$ cat src/rtl/mod_pll_ctrl_pkg.sv
// Shared types and helpers for the PLL sequencing controller.
package mod_pll_ctrl_pkg;

  typedef enum logic [2:0] {
    PLL_RST   = 3'd0,
    WAIT_LOCK = 3'd1,
    STABLE    = 3'd2,
    RUN       = 3'd3,
    FAULT     = 3'd4
  } pll_state_t;

  // One counter serves every timed state, so it is sized for the longest interval.
  function automatic int cnt_width(input int a, input int b, input int c);
    int m;
    m = (a > b) ? a : b;
    m = (m > c) ? m : c;
    return (m > 1) ? $clog2(m) : 1;
  endfunction

endpackage

$ cat src/rtl/mod_sync_2ff.sv
// Two-flop synchroniser with asynchronous active-low reset.
module mod_sync_2ff (
  input  logic clk,
  input  logic rst_n,
  input  logic d,
  output logic q
);

  logic meta;

  always_ff @(posedge clk or negedge rst_n) begin
    if (!rst_n) begin
      meta <= 1'b0;
      q    <= 1'b0;
    end else begin
      meta <= d;
      q    <= meta;
    end
  end

endmodule

$ cat src/rtl/mod_pll_ctrl.sv
// PLL start-up sequencer on the reference clock: reset, wait for lock,
// qualify lock stability, release system reset, retry or fault on failure.
module mod_pll_ctrl
  import mod_pll_ctrl_pkg::*;
#(
  parameter int RST_CYCLES    = 16,
  parameter int LOCK_TIMEOUT  = 4096,
  parameter int STABLE_CYCLES = 256,
  parameter int MAX_RETRIES   = 3
) (
  input  logic                               i_clk,
  input  logic                               i_rst_n,
  input  logic                               i_pll_locked,
  input  logic                               i_soft_rst,
  output logic                               o_pll_resetb,
  output logic                               o_sys_rst_n,
  output logic [2:0]                         o_state,
  output logic [$clog2(MAX_RETRIES+1)-1:0]   o_retry_cnt,
  output logic                               o_fault,
  output logic                               o_lock_lost
);

  localparam int CNT_W   = cnt_width(RST_CYCLES, LOCK_TIMEOUT, STABLE_CYCLES);
  localparam int RETRY_W = $clog2(MAX_RETRIES + 1);

  localparam logic [CNT_W-1:0]   RST_LAST     = CNT_W'(RST_CYCLES - 1);
  localparam logic [CNT_W-1:0]   TIMEOUT_LAST = CNT_W'(LOCK_TIMEOUT - 1);
  localparam logic [CNT_W-1:0]   STABLE_LAST  = CNT_W'(STABLE_CYCLES - 1);
  localparam logic [RETRY_W-1:0] RETRY_MAX    = RETRY_W'(MAX_RETRIES);

  pll_state_t         state, state_nxt;
  logic [CNT_W-1:0]   cnt;
  logic [RETRY_W-1:0] retry_cnt, retry_nxt;
  logic               lock_s;
  logic               pll_resetb_d, sys_rst_n_d, fault_d, lock_lost_d;

  mod_sync_2ff u_lock_sync (
    .clk   (i_clk),
    .rst_n (i_rst_n),
    .d     (i_pll_locked),
    .q     (lock_s)
  );

  always_ff @(posedge i_clk or negedge i_rst_n) begin
    if (!i_rst_n) begin
      state        <= PLL_RST;
      retry_cnt    <= '0;
      o_pll_resetb <= 1'b0;
      o_sys_rst_n  <= 1'b0;
      o_fault      <= 1'b0;
      o_lock_lost  <= 1'b0;
    end else begin
      state        <= state_nxt;
      retry_cnt    <= retry_nxt;
      o_pll_resetb <= pll_resetb_d;
      o_sys_rst_n  <= sys_rst_n_d;
      o_fault      <= fault_d;
      o_lock_lost  <= lock_lost_d;
    end
  end

  // Time in the current state; restarts on every transition and while soft reset is held.
  always_ff @(posedge i_clk or negedge i_rst_n) begin
    if (!i_rst_n) begin
      cnt <= '0;
    end else if (i_soft_rst || (state_nxt != state)) begin
      cnt <= '0;
    end else begin
      cnt <= cnt + 1'b1;
    end
  end

  always_comb begin
    state_nxt = state;
    retry_nxt = retry_cnt;
    if (i_soft_rst) begin
      state_nxt = PLL_RST;
      retry_nxt = '0;
    end else begin
      unique case (state)
        PLL_RST: begin
          if (cnt == RST_LAST) state_nxt = WAIT_LOCK;
        end
        WAIT_LOCK: begin
          if (lock_s) begin
            state_nxt = STABLE;
          end else if (cnt == TIMEOUT_LAST) begin
            if (retry_cnt == RETRY_MAX) begin
              state_nxt = FAULT;
            end else begin
              state_nxt = PLL_RST;
              retry_nxt = retry_cnt + 1'b1;
            end
          end
        end
        // A lock drop here is chatter, not a failed attempt: retry count is kept.
        STABLE: begin
          if (!lock_s) begin
            state_nxt = WAIT_LOCK;
          end else if (cnt == STABLE_LAST) begin
            state_nxt = RUN;
            retry_nxt = '0;
          end
        end
        RUN: begin
          if (!lock_s) state_nxt = PLL_RST;
        end
        FAULT: begin
          state_nxt = FAULT;
        end
        default: begin
          state_nxt = PLL_RST;
        end
      endcase
    end
  end

  // Outputs decode the upcoming state so they change together with o_state.
  always_comb begin
    pll_resetb_d = (state_nxt == WAIT_LOCK) || (state_nxt == STABLE) || (state_nxt == RUN);
    sys_rst_n_d  = (state_nxt == RUN);
    fault_d      = (state_nxt == FAULT);
    lock_lost_d  = (state == RUN) && !lock_s && !i_soft_rst;
  end

  assign o_state     = state;
  assign o_retry_cnt = retry_cnt;

endmodule
$ cat config.mk
export PLATFORM = sky130hd
export DESIGN_NAME = mod_pll_ctrl
export DESIGN_NICKNAME = d
export VERILOG_FILES = /design/src/rtl/mod_pll_ctrl_pkg.sv /design/src/rtl/mod_sync_2ff.sv /design/src/rtl/mod_pll_ctrl.sv
export SDC_FILE = /design/constraint.sdc
export NUM_CORES = 1
export LEC_CHECK = 0
export CORE_UTILIZATION = 40
export DETAILED_ROUTE_END_ITERATION = 6
export PLACE_DENSITY = 0.64
export SLEW_MARGIN = 20
export SYNTH_ARGS = -nofsm -noshare
export SYNTH_HDL_FRONTEND = slang
export SYNTH_SLANG_ARGS = --single-unit
$ cat constraint.sdc
create_clock -name i_clk -period 3 [get_ports i_clk]
set_input_delay 0.3 -clock i_clk [delete_from_list [all_inputs] [get_ports i_clk]]
set_output_delay 0.3 -clock i_clk [all_outputs]
set_load 0.03 [all_outputs]
Word-level counts from Yosys, hierarchy flattened
Cells that the tools add are included.
- output and inout bits: 9
- bits in registers: 23
- add/sub/neg operators: 2
- muxes and demuxes: 17
- reductions and logical operators: 10
- equal/unequal tests: 18
- operator list (cell ; number):
    3-bit two-way mux ; 8
    3-bit case mux with 5 select lines ; 1
    12-bit by 1-bit adder with 12-bit output, second input constant ; 1
    12-bit equality test, second input constant ; 1
    12-bit by 4-bit equality test with 1-bit output, second input constant ; 1
    12-bit by 8-bit equality test with 1-bit output, second input constant ; 1
    3-bit by 2-bit equality test with 1-bit output, second input constant ; 4
    12-bit two-way mux ; 1
    2-bit two-way mux ; 6
    3-bit inequality test, second input constant ; 4
    3-bit by 1-bit equality test with 1-bit output, second input constant ; 2
    3-bit equality test, second input constant ; 2
    6-bit AND reduction ; 1
    2-bit case mux with 2 select lines ; 1
    3-bit zero test ; 1
    1-bit logical OR ; 3
    3-bit by 2-bit inequality test with 1-bit output, second input constant ; 1
    3-bit inequality test ; 1
    3-bit nonzero test ; 1
    2-bit by 1-bit adder with 2-bit output, second input constant ; 1
    2-bit equality test, second input constant ; 1
    1-bit logical AND ; 2
    1-bit zero test ; 2

Logic depth before layout (Yosys ltp)
- depth after elaboration: 9
- depth in mapped cells: 6
- gate-level depth less buffers: 5

Hierarchy
From an unflattened synthesis, not the netlist that was laid out.
- cells, all modules: 113
- area total of the unflattened synthesis: 1124.8 um^2
- modules (own cells, without submodules) (module ; seq. area each (um^2) ; area an instance (um^2) ; instances ; cells an instance):
    mod_pll_ctrl ; 525.5 ; 1074.8 ; 1 ; 111
    mod_sync_2ff ; 50.0 ; 50.0 ; 1 ; 2

Least setup slack after synthesis
No wires, ideal clock.
- kind: flip-flop to flip-flop
- start: reg state[2], in the netlist o_state[2]
- end: reg cnt[4]
- slack: 793 ps
- arrival time: 2086 ps
- buffers on the path: 1
- cell stages (with the launch flop): 6
- path through: dfrtp_1 -> or4b_1 -> or4_4 -> buf_6 -> o21a_1 -> a22o_1
- word-level cells in the longest chain between the ends: 7
- elaborated cells on any way between the ends: 16
- classes of those cells: eq/ne: 5; mux: 9; reduce/logical: 2
- RTL lines (element ; RTL line ; text):
    start, declared ; mod_pll_ctrl.sv:31 ; pll_state_t state, state_nxt;
    start signal, assigned ; mod_pll_ctrl.sv:53 ; state <= state_nxt;
    3-bit two-way mux, on equally long branches ; mod_pll_ctrl.sv:100, mod_pll_ctrl.sv:87 ;
    3-bit two-way mux, on equally long branches ; mod_pll_ctrl.sv:98, mod_pll_ctrl.sv:85 ;
    3-bit case mux with 5 select lines ; mod_pll_ctrl.sv:80 ; unique case (state)
    3-bit two-way mux ; mod_pll_ctrl.sv:76 ; if (i_soft_rst) begin
    3-bit inequality test * ; mod_pll_ctrl.sv:66 ; end else if (i_soft_rst || (state_nxt != state)) begin
    1-bit logical OR * ; mod_pll_ctrl.sv:66 ;
    12-bit two-way mux * ; mod_pll_ctrl.sv:66 ;
    end signal, assigned ; mod_pll_ctrl.sv:69 ; cnt <= cnt + 1'b1;
    end, declared ; mod_pll_ctrl.sv:32 ; logic [CNT_W-1:0] cnt;
Mark *: on every way between the ends. The rest lies on a longest branch, timed or not.
A chain may end at the register's enable or synchronous reset.

Worst setup path after layout
- start: reg state[1], in the netlist o_state[1]
- end: reg retry_cnt[0], in the netlist o_retry_cnt[0]
- word-level cells in the longest chain between the ends: 3
- elaborated cells on any way between the ends: 11
- classes of those cells: eq/ne: 7; mux: 2; reduce/logical: 2
- RTL lines (element ; RTL line ; text):
    3-bit by 1-bit equality test with 1-bit output or 3-bit by 2-bit equality test with 1-bit output (tied branches) ; mod_pll_ctrl.sv:80 ;
    3-bit inequality test (no source line) (tied with other cells) ; - ;
    6-bit AND reduction (no source line) or 2-bit two-way mux (tied branches) ; - ;
    end signal, assigned ; mod_pll_ctrl.sv:54 ; retry_cnt <= retry_nxt;
    end, declared ; mod_pll_ctrl.sv:33 ; logic [RETRY_W-1:0] retry_cnt, retry_nxt;
Parallel ways exist; a longest one is shown, timed or not.

==> impl_metrics.ini <==
[synthesis]
synthesis.instances = 134
synth_edf_count = 0
async_flop_share = 1.00
syn_nets = 140
ys_warn_count = 0
synth.distinct_cells = 42
synth-seq-area-share = 0.432
netlist_area_um2 = 1330
synth-seq-cells = 23
synthFlopType = dfrtp_1
synth.avg_cell_area_um2 = 9.93

[cells_and_area]
final_util = 0.493
final_cells = 193
final_common_cell = dfrtp_1
final_cell_mix = dfrtp_1 (23), clkdlybuf4s50_1 (12), nor2_1 (10), nand3_1 (8)
synthToLayoutAreaGrowth_pct = 14.8
antenna_cells = 0
drive_above_1_share = 0.0805
nets = 156

[grt]
grt.total_usage = 0.193
gr-max-usage-layer = met2
grt_use_met1 = 0.266
overflow = 0
grt_pass1_vias = 1042
grt_pass1_wl_mm = 5.09
grt_max_degree = 24
met2_usage = 0.313
antenna_found_initial = 0
use_met3 = 0.0195

[placed_design]
port_buffers = 12
dp_hpwl_mm = 2.18
gp_congestion = 0.796
place.detailed.instances = 189

[cts]
numCtsBuffers = 3
cts_buffer_depth = 2
numClockSinks = 23
post_cts_resized = 0
post_cts_buffers = 0
clk_pin_slew_ns = 0.14
htree_levels = 1
cts_hold_buffers = 0
cts_tree = done
clk_latency_ns = 0.31
root_buffer = clkbuf_4

[setup_path]
critPathSlowestCell = or4_4
critPathMaxFanout = 14
required_ns = 3.20
cp-start-kind = flip-flop
critical_path_buf_inv_count = 0
critPathArrivalTime_ns = 2.51
end_kind = flip-flop
cpPeakStageDelay_ns = 0.63
worst_path_dominant_cell_family = simple AND/OR/NAND/NOR gates
worstPathCellList = or4b_1, or4_4, nand2b_1, o41ai_1
path_class = reg -> reg

[sta]
max-slew-margin-rel = 0.667
fin_skew_ns = 0.0106
fin_crit_ns = 2.31
max_freq_mhz = 432
finalSetupTns_ns = 0
finalSetupViolCount = 0
holdWs_ns = 0.311
slew_viol_final = 0
rsz0062_at_grt = no
worstMarginPinSlew_ns = 0.498
fin_crit_sh = 0.771
hold_violations = 0

[run]
max_cap_viol_count = 0

[die]
die-area_um2 = 3560
core_area_um2 = 3100
fp-row-count = 20
die_w_um = 59.7
fp.dieH_um = 59.7
start_util = 0.429
ios = 13

[drt]
drcViolationCount = 0
viasPerCell = 5.69
routedWlPerCell_um = 15.4
routed_wl_mm = 2.98
dr_total_vias = 1099
first_pass_iters = 4
ant_nets = 0
drtIter0Drc = 27

[worst_hold_path]
hp-class = in -> async

[outcome]
status = completed

[power]
powerDensity_nw_per_um2 = 326
peakVddDrop_uv = 168
p_leak_nw = 0.627
[cell usage after synthesis (all sizes together), types with 3 or more instances]
cell type  number  area, um2
nand3           8       40.0
o31a            3       26.3
nor2           10       37.5
o211ai          3       22.5
nor3            5       25.0
o21ai           7       38.8
xnor2           4       35.0
nand4           3       18.8
dfrtp          23        576
a21oi           3       15.0
mux2i           5       50.1
o31ai           4       30.0
o21a            5       37.5
buf             3       27.5
or4             4       33.8
nand2           6       22.5
inv             5       18.8
nor4            3       18.8
[cell type report]
| class | instances | area (um2) |
|---|---|---|
| inverter | 6 | 22.5 |
| multi-input combinational | 100 | 698 |
| tap | 44 | 55.1 |
| clock inverter | 1 | 5.00 |
| fill | 326 | 1570 |
| clock buffer | 3 | 22.5 |
| timing repair buffer | 16 | 150 |
| sequential | 23 | 576 |
[report_power, final]
part,switching (mW),internal [mW],leakage [nW]
Sequential,0.00532,0.315,0.314
Combinational,0.0184,0.0127,0.295
Clock,0.0971,0.0498,0.0177
[per-layer routing]
| metal | up-vias | part of all wire |
|---|---|---|
| met5 | - | 0 |
| met2 | 17 | 0.49 |
| met3 | 2 | 0.027 |
| met4 | 0 | 0.0067 |
| li1 | 548 | - |
| met1 | 532 | 0.48 |
[sequential cells by signal (all words and copies together) (netlist names)]
register and flops:
o_pll_resetb 1, o_retry_cnt 2, o_fault 1, cnt 12
o_sys_rst_n 1, u_lock_sync.q 1, u_lock_sync.meta 1, o_lock_lost 1
o_state 3
[stage by stage]
stage / cell area, um2 / setup slack [ns] / power [mW]
after floorplan: 1330 / 0.793 / 0.342
after global placement: 1500 / 0.791 / 0.357
after detailed placement: 1500 / 0.741 / 0.358
after CTS: 1530 / 0.698 / 0.506
after global routing: 1530 / 0.608 / 0.525
final: 1530 / 0.687 / 0.498
[path summary, 6_finish.rpt]
kind                             startpoint  cells past startpoint  slack [ns]             end
max reg2reg                      o_state[1]                      4        0.69  o_retry_cnt[0]
min reg2reg                u_lock_sync.meta                      0        0.39   u_lock_sync.q
min                                 i_rst_n                      2        0.31      o_state[2]
max                              o_state[1]                      4        0.69  o_retry_cnt[0]
min in group i_clk         u_lock_sync.meta                      0        0.39   u_lock_sync.q
max in group asynchronous           i_rst_n                      2        2.44          cnt[9]
[cell families (layout without fill, tap and decap cells)]
family	after synthesis	in the layout	share of synthesized area
flip-flops	23	23	0.432
AND/OR/NAND/NOR	51	51	0.216
XOR/XNOR	6	6	0.0395
adder cells (fa/ha/maj)	2	2	0.0188
multiplexers	5	5	0.0376
AO/OA/AOI/OAI	36	36	0.212
buffers and inverters	11	26	0.0432
Note: power is estimated with default switching activity, not from simulation.
